[src/rtl/moore_stream_ctrl.sv]
// Word-level sequencer for a bit-serial Moore detector: clears it, streams a word MSB-first,
// counts DET_CODE occurrences and returns the count over a result handshake.
module moore_stream_ctrl #(
  parameter int         WORD_W   = 16,
  parameter int         CNT_W    = 5,
  parameter logic [1:0] DET_CODE = 2'b11,
  parameter logic       IDLE_BIT = 1'b0
) (
  input  logic              clk,
  input  logic              rst_n,
  input  logic              in_valid,
  output logic              in_ready,
  input  logic [WORD_W-1:0] in_word,
  output logic              fsm_rst_n,
  output logic              fsm_data_in,
  input  logic [1:0]        fsm_data_out,
  output logic              res_valid,
  input  logic              res_ready,
  output logic [CNT_W-1:0]  res_count,
  output logic [1:0]        res_last_out,
  output logic              busy
);

  localparam int BW = (WORD_W > 2) ? $clog2(WORD_W) : 1;
  localparam logic [BW-1:0] BIT_FIRST = BW'(WORD_W - 1);

  typedef enum logic [2:0] {
    S_IDLE,
    S_CLEAR,
    S_SHIFT,
    S_DRAIN,
    S_RESULT
  } state_t;

  state_t             state_q, state_d;
  logic [WORD_W-1:0]  shreg_q, shreg_d;
  logic [BW-1:0]      bitcnt_q, bitcnt_d;
  logic [CNT_W-1:0]   cnt_q, cnt_d;
  logic [1:0]         last_q, last_d;
  logic               fsm_rst_n_q, fsm_rst_n_d;
  logic               fsm_din_q, fsm_din_d;

  logic               hit;
  logic [CNT_W-1:0]   cnt_inc;

  always_ff @(posedge clk or negedge rst_n) begin
    if (!rst_n) begin
      state_q     <= S_IDLE;
      shreg_q     <= '0;
      bitcnt_q    <= '0;
      cnt_q       <= '0;
      last_q      <= 2'b00;
      fsm_rst_n_q <= 1'b0;
      fsm_din_q   <= IDLE_BIT;
    end else begin
      state_q     <= state_d;
      shreg_q     <= shreg_d;
      bitcnt_q    <= bitcnt_d;
      cnt_q       <= cnt_d;
      last_q      <= last_d;
      fsm_rst_n_q <= fsm_rst_n_d;
      fsm_din_q   <= fsm_din_d;
    end
  end

  assign hit     = (fsm_data_out == DET_CODE);
  assign cnt_inc = (cnt_q == {CNT_W{1'b1}}) ? cnt_q : cnt_q + 1'b1;

  always_comb begin
    state_d     = state_q;
    shreg_d     = shreg_q;
    bitcnt_d    = bitcnt_q;
    cnt_d       = cnt_q;
    last_d      = last_q;
    fsm_rst_n_d = 1'b1;
    fsm_din_d   = IDLE_BIT;

    case (state_q)
      S_IDLE: begin
        if (in_valid) begin
          shreg_d     = in_word;
          cnt_d       = '0;
          fsm_rst_n_d = 1'b0;
          state_d     = S_CLEAR;
        end
      end
      S_CLEAR: begin
        fsm_din_d = shreg_q[WORD_W-1];
        shreg_d   = shreg_q << 1;
        bitcnt_d  = BIT_FIRST;
        state_d   = S_SHIFT;
      end
      S_SHIFT: begin
        // The first SHIFT cycle only shows the detector's post-reset output.
        if (bitcnt_q != BIT_FIRST && hit) begin
          cnt_d = cnt_inc;
        end
        if (bitcnt_q == '0) begin
          state_d = S_DRAIN;
        end else begin
          fsm_din_d = shreg_q[WORD_W-1];
          shreg_d   = shreg_q << 1;
          bitcnt_d  = bitcnt_q - 1'b1;
        end
      end
      S_DRAIN: begin
        if (hit) begin
          cnt_d = cnt_inc;
        end
        last_d  = fsm_data_out;
        state_d = S_RESULT;
      end
      S_RESULT: begin
        if (res_ready) begin
          state_d = S_IDLE;
        end
      end
      default: begin
        state_d = S_IDLE;
      end
    endcase
  end

  assign in_ready     = (state_q == S_IDLE);
  assign busy         = (state_q != S_IDLE);
  assign res_valid    = (state_q == S_RESULT);
  assign res_count    = cnt_q;
  assign res_last_out = last_q;
  assign fsm_rst_n    = fsm_rst_n_q;
  assign fsm_data_in  = fsm_din_q;

endmodule

[config.mk]
export PLATFORM = sky130hd
export DESIGN_NAME = moore_stream_ctrl
export DESIGN_NICKNAME = d
export VERILOG_FILES = /design/src/rtl/moore_stream_ctrl.sv
export SDC_FILE = /design/constraint.sdc
export NUM_CORES = 1
export LEC_CHECK = 0
export ABC_CLOCK_PERIOD_IN_PS = 2300
export CAP_MARGIN = 5
export CORE_AREA = 2 2 60 62
export CTS_BUF_LIST = sky130_fd_sc_hd__clkbuf_2
export DETAILED_ROUTE_END_ITERATION = 10
export DIE_AREA = 0 0 62 64
export PLACE_DENSITY = 0.79
export SLEW_MARGIN = 5
export SYNTH_ARGS = -nofsm -noshare
export SYNTH_HDL_FRONTEND = slang
export SYNTH_SLANG_ARGS = --single-unit
[constraint.sdc]
create_clock -name clk -period 2.3 [get_ports clk]
set_input_delay 0.46 -clock clk [delete_from_list [all_inputs] [get_ports clk]]
set_output_delay 0.46 -clock clk [all_outputs]
set_load 0.01 [all_outputs]
==> results of run 1 <==
[cell usage in the layout, fill, tap and decap left out, types with 3 or more instances in the layout]
cell type / count
mux2_2: 33
o21ai_0: 5
nand2_1: 5
nand3_1: 4
a21oi_1: 4
clkdlybuf4s50_1: 33
dfrtp_1: 30
ha_1: 4
clkbuf_2: 6
and3_1: 3
buf_4: 6
inv_1: 8
nor2_1: 5
[per-layer routing]
| layer | routed length, um | vias up | track usage, % |
|---|---|---|---|
| li1 | - | 584 | - |
| met2 | 1610 | 27 | 30.3 |
| met5 | 0 | - | 0 |
| met1 | 1340 | 603 | 21.5 |
| met4 | 63 | 0 | 7.98 |
| met3 | 146 | 7 | 6.88 |
[layout make-up]
cell class,instances,area (um^2)
Clock buffer,6,30.0
Multi-Input combinational cell,95,828
Inverter,8,30.0
Timing Repair Buffer,39,375
Fill cell,270,1150
Sequential cell,32,803
Clock inverter,2,11.3
Tap cell,46,57.6
[power groups by stage]
stage          combinational (uW)  clock (uW)  sequential [uW]
2_1_floorplan                1080           0              966
3_3_place_gp                 1360           0             1000
3_5_place_dp                 1420           0             1020
4_1_cts                      1430         282             1010
5_1_grt                      1600         311             1050
6_report                     1450         265             1010
[through the flow]
| step | utilization [%] | area (um^2) | power, uW | instances | worst slack, ps |
|---|---|---|---|---|---|
| 2_1_floorplan | - | 1690 | 2050 | 141 | 319 |
| 3_3_place_gp | 62.9 | 2070 | 2370 | 218 | 283 |
| 3_5_place_dp | 62.9 | 2070 | 2440 | 218 | 261 |
| 4_1_cts | 64.4 | 2110 | 2730 | 226 | 23.1 |
| 5_1_grt | 65.0 | 2140 | 2960 | 228 | 7.26 |
| 6_report | 65.0 | 2140 | 2730 | 228 | 107 |
[worst max path at each step]
stage	to	startpoint	slack [ps]
floorplan	res_count[2]	res_count[0]	320
global placement	res_count[2]	fsm_data_out[0]	280
detailed placement	in_ready	state_q[0]	260
finish	in_ready	state_q[1]	110
CTS	in_ready	state_q[1]	20
global route	in_ready	state_q[1]	7
[cell families (layout without fill, tap and decap cells)]
family / count (synthesis) / after routing
and+or+nand+nor: 33 / 33
adders and majority gates: 4 / 4
buffers and inverters: 14 / 55
AOI/OAI and AO/OA: 24 / 24
muxes: 34 / 34
DFF: 32 / 32
[registers in the layout, indices dropped and copies added, names as in the netlist]
signal,flops
fsm_rst_n,1
fsm_data_in,1
shreg_q,16
bitcnt_q,4
state_q,3
res_last_out,2
res_count,5
[worst max-delay path, cell delays in order, from the launching register on]
cell             delay (ps)
dfrtp_2                 540
nor3_4                  250
clkdlybuf4s50_1         570
[what timing repair did]
| item | CTS | global route |
|---|---|---|
| buffers inserted | 0 | 2 |
| endpoints found under the setup margin | 3 | 2 |
| gates resized for setup | 3 | 1 |
==> reports/metrics.yaml, run 1 <==
clocking:
  hold_buffers: 0
  htreeDepth: 2
  clkLatencyLatePin_ps: 390
  clk_pin_slew_ps: 170
  cts_buffer_depth: 2
  cts_tree: "done"
  clock_sinks: 32
  cts_buffers: 5
  cts_root_buffer: "clkbuf_2"
die:
  die_w_um: 62
  die_h_um: 64
  ioPinCount: 34
  std_cell_rows: 21
  start_util_pct: 51.4
  fp.coreArea_um2: 3280
  dieArea_um2: 3970
logic_synthesis:
  synth.most_common_cell: "mux2_2"
  yosys_warnings: 0
  syn_nets: 167
  synth_top_area_share_pct: 47.4
  synthTopCellsByArea: "dfrtp_1, mux2_2, ha_1"
  ys_seq_elements: 32
  synth_compound_area_share_pct: 10.8
  synthAdderAreaFrac_pct: 2.97
  synth_flop_cell: "dfrtp_1"
  syn_area_um2: 1690
  synth_top_family_by_area: "multiplexers"
  synth.mux.area_fraction_pct: 22.6
  synthArstFlopShare_pct: 100
  netlist_instances: 141
  synth_common_cells: "mux2_2, dfrtp_1, inv_1"
  synth_xor_area_share_pct: 0
  yosysUniqueCellTypes: 38
  synth-edff-count: 0
  synth_area_per_cell_um2: 12.0
  synth_top_area_cell: "dfrtp_1"
  ys_seq_area_share_pct: 47.4
  synth-simple-area-share_pct: 12.0
finish:
  area_growth_pct: 26.5
  diodes: 0
  drive_gt1_share_pct: 29.7
  layout.nets: 207
timing:
  setup_violations: 0
  rsz0062_at_grt: "false"
  fin_hold_ws_ps: 434
  min_period_ps: 2190
  relSlewSlack_pct: 69.7
  fmax_ghz: 0.456
  hold_viol_final: 0
  slew_viol_final: 0
  fin_skew_ps: 23.5
  finalCritPeriodShare_pct: 95.4
  finalSetupTns_ps: 0
  tightest_slew_ps: 453
critical_path:
  cp.arrival_ps: 1730
  worstPathMaxFanout: 11
  r2r_cells: 6
  critical_path_class: "register to output pin"
  r2r_start: "res_count[0]"
  rrSetupSlack_ps: 200
  cp.required_ps: 1840
  cp-end-kind: "output pin"
  cp-start-kind: "register"
  r2r-end: "res_count[2]"
drt:
  drc: 0
  antenna_left: 0
  wl_um: 3150
  routed_via_density: 5.36
  wl_per_cell_um: 13.8
  via_count: 1221
  drtIter0Drc: 56
  dr.pass1.iters: 4
global_routing:
  grt_max_degree: 33
  antenna_found_initial: 0
  grt_pass1_wl_um: 5430
  gr-total-overflow: 0
  grt_pass1_vias: 1238
  grt.total_usage_pct: 18.7
power_and_ir_drop:
  swShare_pct: 35.9
  comb_power_share_pct: 53.2
  clockPowerShare_pct: 9.7
  p_int_uw: 1750
  power_density_nw_per_um2: 1280
  peakVddDrop_uv: 592
  power_switching_uw: 980
  p_leak_uw: 0.000918
  seq_power_share_pct: 37.1
place:
  dp.final_hpwl_um: 2320
  routabilityCongestion: 0.866
  io_buffer_count: 33
min_path:
  hold_class: "input port to asynchronous set/reset pin"
flow_run:
  max-cap-violations: 0
run_status:
  status: "finished clean"
Power figures use the tool's default switching activity.
==> run 2, diff against run 1 <==
CORE_AREA = 2 2 61 63   (was 2 2 60 62)
CTS_BUF_LIST = not set   (was sky130_fd_sc_hd__clkbuf_2)
DIE_AREA = 0 0 63 65   (was 0 0 62 64)
PLACE_DENSITY = 0.74   (was 0.79)
SETUP_SLACK_MARGIN = 0.5   (was not set)
==> reports/metrics.yaml, run 2 (synthesis results as in run 1) <==
run_status:
  status: "finished clean"
global_routing:
  antenna_found_initial: 0  # unchanged
  gr-total-overflow: 0  # unchanged
  grt_pass1_wl_um: 6760  # +25%
  grt_pass1_vias: 1415  # +14%
  grt_max_degree: 33  # unchanged
  grt.total_usage_pct: 21.5  # +2.8 points
finish:
  layout_common_cells: "dfrtp_1, clkdlybuf4s50_1, buf_4, mux2_4, buf_6"
  drive_gt1_share_pct: 47.7  # +18 points
  multiInputGateArea_um2: 980  # +18%
  largest-register: "shreg_q"
  diodes: 0  # unchanged
  layout.nets: 242  # +17%
  utilization_pct: 77.2  # +12 points
  area_growth_pct: 60.0
  fillCellCount: 225  # -17%
  largest_reg_flops: 16  # unchanged
  regArea_um2: 803  # unchanged
  final_common_cell: "dfrtp_1"
drt:
  via_count: 1422  # +16%
  drc: 0  # unchanged
  drtIter0Drc: 57  # +1.8%
  dr.pass1.iters: 4  # unchanged
  wl_per_cell_um: 18.3  # +32%
  wl_um: 4830  # +53%
  antenna_left: 0  # unchanged
  routed_via_density: 5.39  # +0.58%
timing:
  slew_viol_final: 0  # unchanged
  fin_skew_ps: 12.8  # -10.7 ps
  tightest_slew_ps: 410  # -43.7 ps
  setup_violations: 0  # unchanged
  relSlewSlack_pct: 72.7  # +3.0 points
  fmax_ghz: 0.515  # +13%
  finalCritPeriodShare_pct: 84.4  # -11 points
  fin_ws_ps: 360  # +253 ps
  finalSetupTns_ps: 0  # unchanged
  hold_viol_final: 0  # unchanged
  rsz0062_at_grt: "true"
  min_period_ps: 1940  # -253 ps
critical_path:
  critical_path_class: "register to register"
  cp-end-kind: "register"
  r2r_cells: 7  # +1
  worstPathMaxFanout: 8  # -3
  cp.arrival_ps: 2170  # +440 ps
  cp-start-kind: "register"
  cp.required_ps: 2530  # +690 ps
clocking:
  clock_sinks: 32  # unchanged
  cts_buffers: 5  # unchanged
  cts_root_buffer: "clkbuf_4"
  htreeDepth: 2  # unchanged
  clk_pin_slew_ps: 100  # -70 ps
  cts_tree: "done"
  hold_buffers: 0  # unchanged
  clkLatencyLatePin_ps: 350  # -40 ps
  cts_buffer_depth: 2  # unchanged
min_path:
  hold_class: "input port to asynchronous set/reset pin"
place:
  post-place-ws_ps: 229  # -31.9 ps
  dp.final_hpwl_um: 2540  # +9.6%
  io_buffer_count: 33  # unchanged
  routabilityCongestion: 0.733  # -15%
die:
  dieArea_um2: 4100  # +3.2%
  fp.coreArea_um2: 3500  # +6.4%
  ioPinCount: 34  # unchanged
  die_h_um: 65  # +1.6%
  start_util_pct: 48.3  # -3.1 points
  std_cell_rows: 22  # +4.8%
  die_w_um: 63  # +1.6%
power_and_ir_drop:
  p_leak_uw: 0.00130  # +42%
  power_density_nw_per_um2: 1480  # +16%
  peakVddDrop_uv: 750  # +27%
flow_run:
  max-cap-violations: 0  # unchanged
run 2: changes by cell type in the layout (fill, tap and decap cells not counted), sizes merged:
cell,delta
clkinv,-1
buf,+35
clkinvlp,-1
dlymetal6s2s,+3
clkdlybuf4s50,-5
clkbuf,+3
run 2: where the power goes:
group          total (uW)  internal [uW]  switching, uW
Combinational        2630           1660            968
Clock                 376            173            203
Sequential           1010            819            186
run 2: stage by stage:
stage	total power (uW)	std cells	cell area, um^2	hold slack (ps)
global placement	2590	221	2160	484
floorplan	2190	141	1770	164
global route	4210	264	2700	528
finish	4010	264	2700	497
CTS	3510	250	2480	514
detailed placement	2650	221	2160	494
run 2: final timing paths:
| path | startpoint | to | slack [ps] |
|---|---|---|---|
| setup / recovery | state_q[1] | shreg_q[12] | 360 |
| hold / removal | rst_n | bitcnt_q[0] | 500 |
| setup reg to reg | state_q[1] | shreg_q[12] | 360 |
| hold reg to reg | shreg_q[13] | shreg_q[13] | 530 |
| max in group asynchronous | rst_n | state_q[0] | 1490 |
| min in group clk | shreg_q[13] | shreg_q[13] | 530 |
run 2: repair_timing:
action,4_1_cts,5_1_grt
setup endpoints to repair,25,27
resized for setup,18,34
setup buffers,20,13
gates cloned,2,1
pin swaps,5,9
run 2: per-layer routing:
metal	GRT usage [%]	share of wire (%)	up-vias
met4	6.94	3.3	0
met3	5.73	4.4	14
met1	24.8	38	705
li1	-	-	653
met2	38.8	54	50
met5	0	0	-
run 2: layout make-up:
cell class              count  share of cell area, %
multi-input cells          95                   36.3
well taps                  48                   2.22
clock buffers               7                   2.41
repair buffers             74                   28.2
inverters                   8                   1.11
flip-flops and latches     32                   29.7
run 2: critical path, cell delays in order (launching register included):
cell	delay [ps]
dfrtp_2	460
buf_6	150
nand2b_4	160
a21oi_4	180
buf_6	140
clkbuf_16	140
mux2_2	330
mux2_4	260
